--- src/rtl/updi_break_seq.sv ---
// Programmable UPDI break-sequence generator: drives n low pulses of a latched
// break length separated by high gaps of a latched gap length, with abort and done.
module updi_break_seq #(
  parameter int LEN_W = 16,
  parameter int CNT_W = 4
) (
  input  logic             clk,
  input  logic             rst,
  input  logic             start,
  input  logic [CNT_W-1:0] n_breaks,
  input  logic [LEN_W-1:0] break_len,
  input  logic [LEN_W-1:0] gap_len,
  input  logic             abort,
  output logic             busy,
  output logic             line,
  output logic             done
);

  typedef enum logic [1:0] {
    IDLE  = 2'd0,
    BREAK = 2'd1,
    GAP   = 2'd2
  } state_t;

  state_t           state_q, state_d;
  logic [LEN_W-1:0] phase_q, phase_d;
  logic [CNT_W-1:0] brk_q, brk_d;
  logic [LEN_W-1:0] blen_q, blen_d;
  logic [LEN_W-1:0] glen_q, glen_d;
  logic             busy_d, line_d, done_d;

  // A zero length is treated as one clock so the phase counter can never wrap.
  function automatic logic [LEN_W-1:0] clamp1(input logic [LEN_W-1:0] v);
    return (v == '0) ? LEN_W'(1) : v;
  endfunction

  always_ff @(posedge clk) begin
    if (rst) begin
      state_q <= IDLE;
      phase_q <= '0;
      brk_q   <= '0;
      blen_q  <= '0;
      glen_q  <= '0;
      busy    <= 1'b0;
      line    <= 1'b1;
      done    <= 1'b0;
    end else begin
      state_q <= state_d;
      phase_q <= phase_d;
      brk_q   <= brk_d;
      blen_q  <= blen_d;
      glen_q  <= glen_d;
      busy    <= busy_d;
      line    <= line_d;
      done    <= done_d;
    end
  end

  // Outputs are computed from the next state so they are registered yet
  // reflect the new phase in the same cycle the state register changes.
  always_comb begin
    state_d = state_q;
    phase_d = phase_q;
    brk_d   = brk_q;
    blen_d  = blen_q;
    glen_d  = glen_q;
    busy_d  = 1'b0;
    line_d  = 1'b1;
    done_d  = 1'b0;

    case (state_q)
      IDLE: begin
        if (start && !abort && (n_breaks != '0)) begin
          state_d = BREAK;
          blen_d  = clamp1(break_len);
          glen_d  = clamp1(gap_len);
          phase_d = clamp1(break_len);
          brk_d   = n_breaks;
          busy_d  = 1'b1;
          line_d  = 1'b0;
        end
      end

      BREAK: begin
        if (abort) begin
          state_d = IDLE;
          phase_d = '0;
          brk_d   = '0;
        end else if (phase_q == LEN_W'(1)) begin
          if (brk_q == CNT_W'(1)) begin
            state_d = IDLE;
            phase_d = '0;
            brk_d   = '0;
            done_d  = 1'b1;
          end else begin
            state_d = GAP;
            phase_d = glen_q;
            brk_d   = brk_q - CNT_W'(1);
            busy_d  = 1'b1;
          end
        end else begin
          phase_d = phase_q - LEN_W'(1);
          busy_d  = 1'b1;
          line_d  = 1'b0;
        end
      end

      GAP: begin
        if (abort) begin
          state_d = IDLE;
          phase_d = '0;
          brk_d   = '0;
        end else if (phase_q == LEN_W'(1)) begin
          state_d = BREAK;
          phase_d = blen_q;
          busy_d  = 1'b1;
          line_d  = 1'b0;
        end else begin
          phase_d = phase_q - LEN_W'(1);
          busy_d  = 1'b1;
        end
      end

      default: begin
        state_d = IDLE;
        phase_d = '0;
        brk_d   = '0;
      end
    endcase
  end

endmodule

--- config.mk ---
export PLATFORM = sky130hd
export DESIGN_NAME = updi_break_seq
export DESIGN_NICKNAME = d
export VERILOG_FILES = /design/src/rtl/updi_break_seq.sv
export SDC_FILE = /design/constraint.sdc
export NUM_CORES = 1
export LEC_CHECK = 0
export ABC_AREA = 1
export CAP_MARGIN = 10
export CELL_PAD_IN_SITES_DETAIL_PLACEMENT = 1
export CELL_PAD_IN_SITES_GLOBAL_PLACEMENT = 1
export CORE_UTILIZATION = 40
export CTS_BUF_LIST = sky130_fd_sc_hd__clkbuf_4 sky130_fd_sc_hd__clkbuf_8
export DETAILED_ROUTE_END_ITERATION = 6
export DONT_BUFFER_PORTS = 1
export GPL_ROUTABILITY_DRIVEN = 1
export PLACE_DENSITY = 0.72
export SLEW_MARGIN = 20
export SYNTH_ARGS = -nofsm -noshare
export SYNTH_HDL_FRONTEND = slang
export SYNTH_SLANG_ARGS = --single-unit
--- constraint.sdc ---
create_clock -name clk -period 3.15 [get_ports clk]
set_input_delay 0.63 -clock clk [delete_from_list [all_inputs] [get_ports clk]]
set_output_delay 0.63 -clock clk [all_outputs]
set_load 0.01 [all_outputs]
# Yosys cells after proc, flatten, opt, wreduce, memory -nomap -nowiden
# Index checks and enable logic that the tools add are counted.
# W data, S select, Z words.
# word_totals
ff_bits,57
inputBits,40
elab_cells,66
# classes
add_sub_neg,2
n_eq_ne,8
n_mux,35
bitwise_logic,2
n_reduce_logical,11
# op_table
op,count
$mux W16,8
$pmux W16 S3,1
$logic_not A16 Y1,2
$mux W4,5
$eq A16 B1 Y1 const B,1
$sub A16 B1 Y16 const B,1
$mux W2,6
$pmux W4 S3,1
$mux W1,11
$ne A3 B3 Y1 const B,2
$pmux W1 S3,2
$pmux W2 S3,1
$reduce_and A3 Y1,2
$eq A4 B1 Y1 const B,1
$ne A2 B2 Y1 const B,2
$reduce_bool A4 Y1,1
$reduce_or A4 Y1,1
$sub A4 B1 Y4 const B,1
$eq A2 B1 Y1 const B,1
$eq A2 B2 Y1 const B,1
$logic_and A1 B1 Y1,2
$logic_not A2 Y1,1
$not A1 Y1,2
$reduce_and A2 Y1,1
$logic_not A1 Y1,1

# Depth between registers and ports, before layout
# Gate-level depths: netlist of run 1.
# logic_depth
depth_word,5
mapped_depth,13
mapped_depth_nobuf,12

# Worst setup path after synthesis of run 1
# Ideal clock, no wire load.
# synth_path
kind,input to register
startpoint,in n_breaks[3]
endpoint,reg phase_q[5]
setup_time_ns,0.132
arrival_ns,1.589
required_time_ns,3.018
path_slack_ns,1.429
cell_stages,7
n_path_buf,1
path_cell_list,inv_1 nand4_1 a31oi_4 nor2_2 buf_2 nand2_1 a21oi_2
# synth_via
elab_chain_len,3
# synth_lines
item,line_no,source
start: declaration,10,"input logic [CNT_W-1:0] n_breaks,"
$reduce_bool A4 Y1,73,if (start && !abort && (n_breaks != '0)) begin
$logic_and A1 B1 Y1,73,
$ne A2 B2 Y1 (no line),n/a,
end signal: assignment,49,phase_q <= phase_d;
end: declaration,26,"logic [LEN_W-1:0] phase_q, phase_d;"
# No other way between the ends.
# A chain may end at the register's enable or synchronous reset.

# Worst setup path in the final report of run 1
# layout_path
startpoint,reg state_q[1]
endpoint,reg phase_q[14]
# layout_via
elab_chain_len,2
elab_cells_between_ends,5
# layout_lines
item,line_no,source
start: declaration,25,"state_t state_q, state_d;"
start signal: assignment,48,state_q <= state_d;
$eq A2 B2 Y1 (tied with other cells),71,case (state_q)
$pmux W16 S3 or $ne A2 B2 Y1 (tied branches),n/a,
# Several ways; a longest one is shown, not always the timed one.

==> results of run 1 <==
## kinds of logic (layout without fill, tap and decap cells)
group,after synthesis,count (layout),share of synthesized area
flip-flops,57,57,0.3226
adder cells (fa/ha/maj),8,8,0.02830
XOR/XNOR,9,9,0.02228
buffers and inverters,88,87,0.1012
AO/OA/AOI/OAI,99,99,0.1507
AND/OR/NAND/NOR,289,289,0.3750
## final cells by class
class	count	area (µm²)
clock buffers	11	145.1
clock inverters	5	55.05
fillers	1143	4582
inverters	65	244.0
multi-input cells	405	2038
flip-flops and latches	57	1141
well taps	105	131.4
repair buffers	6	45.04
## registers in the layout (all words and copies together) (netlist names)
signal / cells
line: 1
state_q: 2
phase_q: 16
blen_q: 16
done: 1
busy: 1
brk_q: 4
glen_q: 16
## stage by stage
step                      power [mW]  hold slack [ns]  worst slack, ns
final                          4.181           0.3534            1.024
after detailed placement       3.468           0.4490            1.071
after floorplan                2.881           0.4297            1.429
after CTS                      4.206           0.3365            1.035
after global routing           4.545           0.3356           0.7881
after global placement         3.405           0.4468            1.094
## metal layers
layer	up-vias	wire, µm
li1	1757	-
met1	1675	5085
met2	62	5328
met3	16	471
met4	0	155
met5	-	0
## placed cells by master (no fill, tap or decap), types with 3 or more instances in the layout
master / Yosys / routed
o21ai_0: 33 / 33
buf_4: 0 / 6
o22ai_1: 4 / 4
nor3_1: 7 / 7
nand4_1: 10 / 10
nor2_2: 8 / 8
inv_1: 62 / 62
nand2_2: 7 / 7
xor2_1: 5 / 5
ha_1: 8 / 8
nor2_1: 47 / 47
clkbuf_8: 0 / 10
nand3b_1: 8 / 8
inv_2: 3 / 3
o21ai_1: 5 / 5
nand2_1: 153 / 153
nor2_4: 4 / 4
xnor2_1: 4 / 4
dfxtp_1: 57 / 57
a21oi_1: 50 / 50
nor4_1: 4 / 4
nand3_1: 33 / 33
## path summary, 6_finish.rpt
path	to	cells after the start	slack (ns)	startpoint
setup / recovery	phase_q[14]	13	1.02	state_q[1]
hold reg to reg	blen_q[11]	2	0.46	blen_q[11]
setup reg to reg	phase_q[14]	13	1.02	state_q[1]
hold / removal	phase_q[12]	1	0.35	rst
## report_power, final
| group | total, mW | leakage (nW) | switching [mW] | internal (mW) |
|---|---|---|---|---|
| registers | 1.08 | 0.468 | 0.166 | 0.916 |
| clock network | 0.717 | 0.0987 | 0.324 | 0.393 |
| logic | 2.38 | 1.13 | 1.60 | 0.783 |
| total | 4.18 | 1.70 | 2.09 | 2.09 |
==> reports/metrics.cfg, run 1 <==
[grt]
grt_max_degree = 43
grt_pass1_wl_um = 18040
met1_usage = 0.3244
grt_pass1_vias = 3539
grt_use_total = 0.2629
overflow = 0
use_met3 = 0.04897
grt_busiest_layer = met2
antenna_found_initial = 0
grt_use_met2 = 0.4634

[floorplanning]
dieWidth_um = 96.04
fp-row-count = 33
initial_core_util = 0.4220
die_h_um = 96.04
ios = 43
core_um2 = 8382
die_area_um2 = 9223

[timing]
finalHoldViolCount = 0
max_freq_mhz = 470.4
worst_slew_margin_rel = 0.3957
setup_viol = 0
fin_skew_ns = 0.007773
finalSetupTns_ns = 0
grt_setup_unrepaired = false
finalMaxSlewViolations = 0
period_needed_ns = 2.126
worst_pin_slew_ns = 0.9055
period_share = 0.6749

[worst_setup_path]
crit_fanout = 16
critPathBufInv = 3
start_kind = flop
endpoint_kind = flop
path_cells = inv_1 -> ha_1 -> inv_1 -> nor2_2 -> buf_4 -> nand2_1 -> nor2_1 -> a21oi_1 -> nand2_1 -> nand2_1 -> nand2_1 -> nand2_1 -> a21oi_1
cp.arrival_ns = 2.40
cp_top_family = simple AND/OR/NAND/NOR gates
critPathMostFrequentCell = nand2_1
cp_slowest_cell = dfxtp_1
cpPeakStageDelay_ns = 0.33
critPathRequiredTime_ns = 3.42
path_class = reg2reg

[synthesis]
yosys_warnings = 0
yosysUniqueCellTypes = 36
ys_seq_elements = 57
post-synth-top-count-cell = nand2_1
synth-seq-area-share = 0.3226
async_flop_share = 0
synth.cell_area_um2 = 3537
ys.flop_type = dfxtp_1
yosys.area.top_type_share = 0.3226
synth_edf_count = 0
ys_top_cells_by_count = nand2_1, inv_1, dfxtp_1, a21oi_1, nor2_1
synthCells = 550
synth_top_area_cell = dfxtp_1
synthTopCellsByArea = dfxtp_1, nand2_1, a21oi_1, inv_1, nor2_1
synth.avg_cell_area_um2 = 6.431
syn_nets = 598

[routing]
avgViaCountPerCell = 5.367
vias = 3510
ant_nets = 0
wl_per_cell_um = 16.88
drc = 0
drtIter0Drc = 128
finalWirelength_um = 11040
drt-pass1-iter-count = 5

[power_and_ir_drop]
power.leakage_nw = 1.700
power_density_nw_per_um2 = 1100
ir_drop_v = 0.0003639

[final_layout]
diodes = 0
design_area_um2 = 3800
fin_nets = 592
postLayoutCoreUtil = 0.4534
stdcell_count = 654
layout-drive-gt1-share = 0.09654
area_growth_pct = 7.428

[clock_tree]
htree_levels = 3
ctsHoldBuffers = 0
clkSinkCount = 57
cts_buffer_depth = 2
cts_inserted_buffers = 9
post-cts-setup-buffers = 0
cts_tree = done
insertion_delay_ns = 0.34
cts_resized = 0
cts_root_buf = clkbuf_8
clk_pin_slew_ns = 0.07

[placed_design]
numPlacedInstances = 638
port-buffer-count = 0
gp_congestion = 0.8707
hpwl_um = 8200
place_area_um2 = 3600

[outcome]
outcome = complete, no violations

[run]
maxCapViolations = 0

[min_path]
hp-class = in2reg

(Power assumes the default switching activity.)
==> run 2, diff against run 1 <==
clock period = 2.05 ns   (was 3.15 ns; I/O delays follow)
==> reports/metrics.cfg, run 2 (synthesis gave the netlist of run 1 again) <==
[routing]
ant_nets = 0
avgViaCountPerCell = 5.408
drc = 0
drtIter0Drc = 154
finalWirelength_um = 11460
wl_per_cell_um = 17.34
vias = 3575
drt-pass1-iter-count = 4

[clock_tree]
cts_root_buf = clkbuf_8
cts_buffer_depth = 2
insertion_delay_ns = 0.35
cts_tree = done
clkSinkCount = 57
ctsHoldBuffers = 0
htree_levels = 3
cts_inserted_buffers = 9
clk_pin_slew_ns = 0.07

[floorplanning]
dieWidth_um = 96.04
core_um2 = 8382
die_area_um2 = 9223
ios = 43
die_h_um = 96.04
initial_core_util = 0.4220
fp-row-count = 33

[power_and_ir_drop]
ir_drop_v = 0.0005110
p_total_mw = 6.575
power_density_nw_per_um2 = 1694
power.leakage_nw = 1.742

[final_layout]
layout-drive-gt1-share = 0.1115
diodes = 0
layout_commonest_cell = nand2_1
largest_registers = blen_q: 16 flops, glen_q: 16 flops, phase_q: 16 flops
final_cell_mix = nand2_1, inv_1, dfxtp_1, a21oi_1, nor2_1
fin_nets = 600
area_growth_pct = 9.763
design_area_um2 = 3882

[placed_design]
place_area_um2 = 3650
hpwl_um = 8305
port-buffer-count = 0
gp_congestion = 0.8423

[worst_setup_path]
r2r_start = phase_q[10]
crit_fanout = 16
path_class = reg2reg
start_kind = flop
critPathRequiredTime_ns = 2.28
cp.arrival_ns = 2.11
setup.worst_path.start = phase_q[10]
endpoint_kind = flop

[grt]
overflow = 0
grt_max_degree = 43
grt_use_total = 0.2683
antenna_found_initial = 0
grt_pass1_vias = 3639
grt_pass1_wl_um = 18320

[timing]
worst_pin_slew_ns = 0.3210
grt_setup_unrepaired = false
period_needed_ns = 1.882
finalHoldViolCount = 0
period_share = 0.9182
fin_skew_ns = 0.01300
worst_slew_margin_rel = 0.7860
finalSetupTns_ns = 0
max_freq_mhz = 531.3
finalMaxSlewViolations = 0
setup_viol = 0

[min_path]
hp-class = in2reg
hp-start = rst

[run]
maxCapViolations = 0

[outcome]
outcome = complete, no violations

## run 2: cell types whose count changed in the layout (fill, tap and decap cells not counted), sizes merged
cell | previous run | this run
buf | 6 | 13
inv | 65 | 64
clkbuf | 11 | 12
## run 2: worst max-delay path, cell delays in order, from the launching register on
cell     delay (ns)
dfxtp_1        0.37
nor2_2         0.20
nand2_2        0.11
nor2_4         0.20
nand3_4        0.25
inv_2          0.19
nor2_1         0.07
nand2_1        0.11
nand2_4        0.07
a21oi_1        0.13
a21oi_1        0.06
## run 2: layer usage
layer / up-vias / routed length, µm / track usage
met3: 16 / 588 / 0.05371
met5: - / 0 / 0
met2: 72 / 5516 / 0.4622
met4: 0 / 184 / 0.08458
met1: 1720 / 5170 / 0.3338
li1: 1767 / - / -
## run 2: metrics by stage
step	worst slack [ns]	cells	hold WS [ns]	util
after floorplan	0.3633	550	0.4297	-
after global placement	0.1794	643	0.4393	0.4354
after detailed placement	0.1300	643	0.4479	0.4354
after CTS	0.1025	658	0.1131	0.4592
after global routing	0.001172	661	0.1105	0.4632
final	0.1677	661	0.1310	0.4632
## run 2: what timing repair did
| item | 4_1_cts | 5_1_grt |
|---|---|---|
| setup buffers | 0 | 2 |
| resized for setup | 0 | 4 |
| endpoints found under the setup margin | 0 | 13 |
## run 2: power by group
part	switching [mW]	internal [mW]
clock	0.492	0.631
combinational	2.49	1.29
sequential	0.265	1.41
total	3.25	3.33
## run 2: final timing paths
path	endpoint	slack [ns]	cells after the start
worst min register to register	blen_q[3]	0.46	2
worst max-delay path	state_q[1]	0.17	10
worst min-delay path	busy	0.13	1
worst max register to register	state_q[1]	0.17	10
## run 2: area by class of cell
cell class	count	area, µm²
fillers	1131	4499
multi-input cells	405	2046
flip-flops and latches	57	1141
inverters	65	247.7
clock buffers	12	158.9
well taps	105	131.4
repair buffers	13	110.1
clock inverters	3	40.04
repair inverters	1	7.507
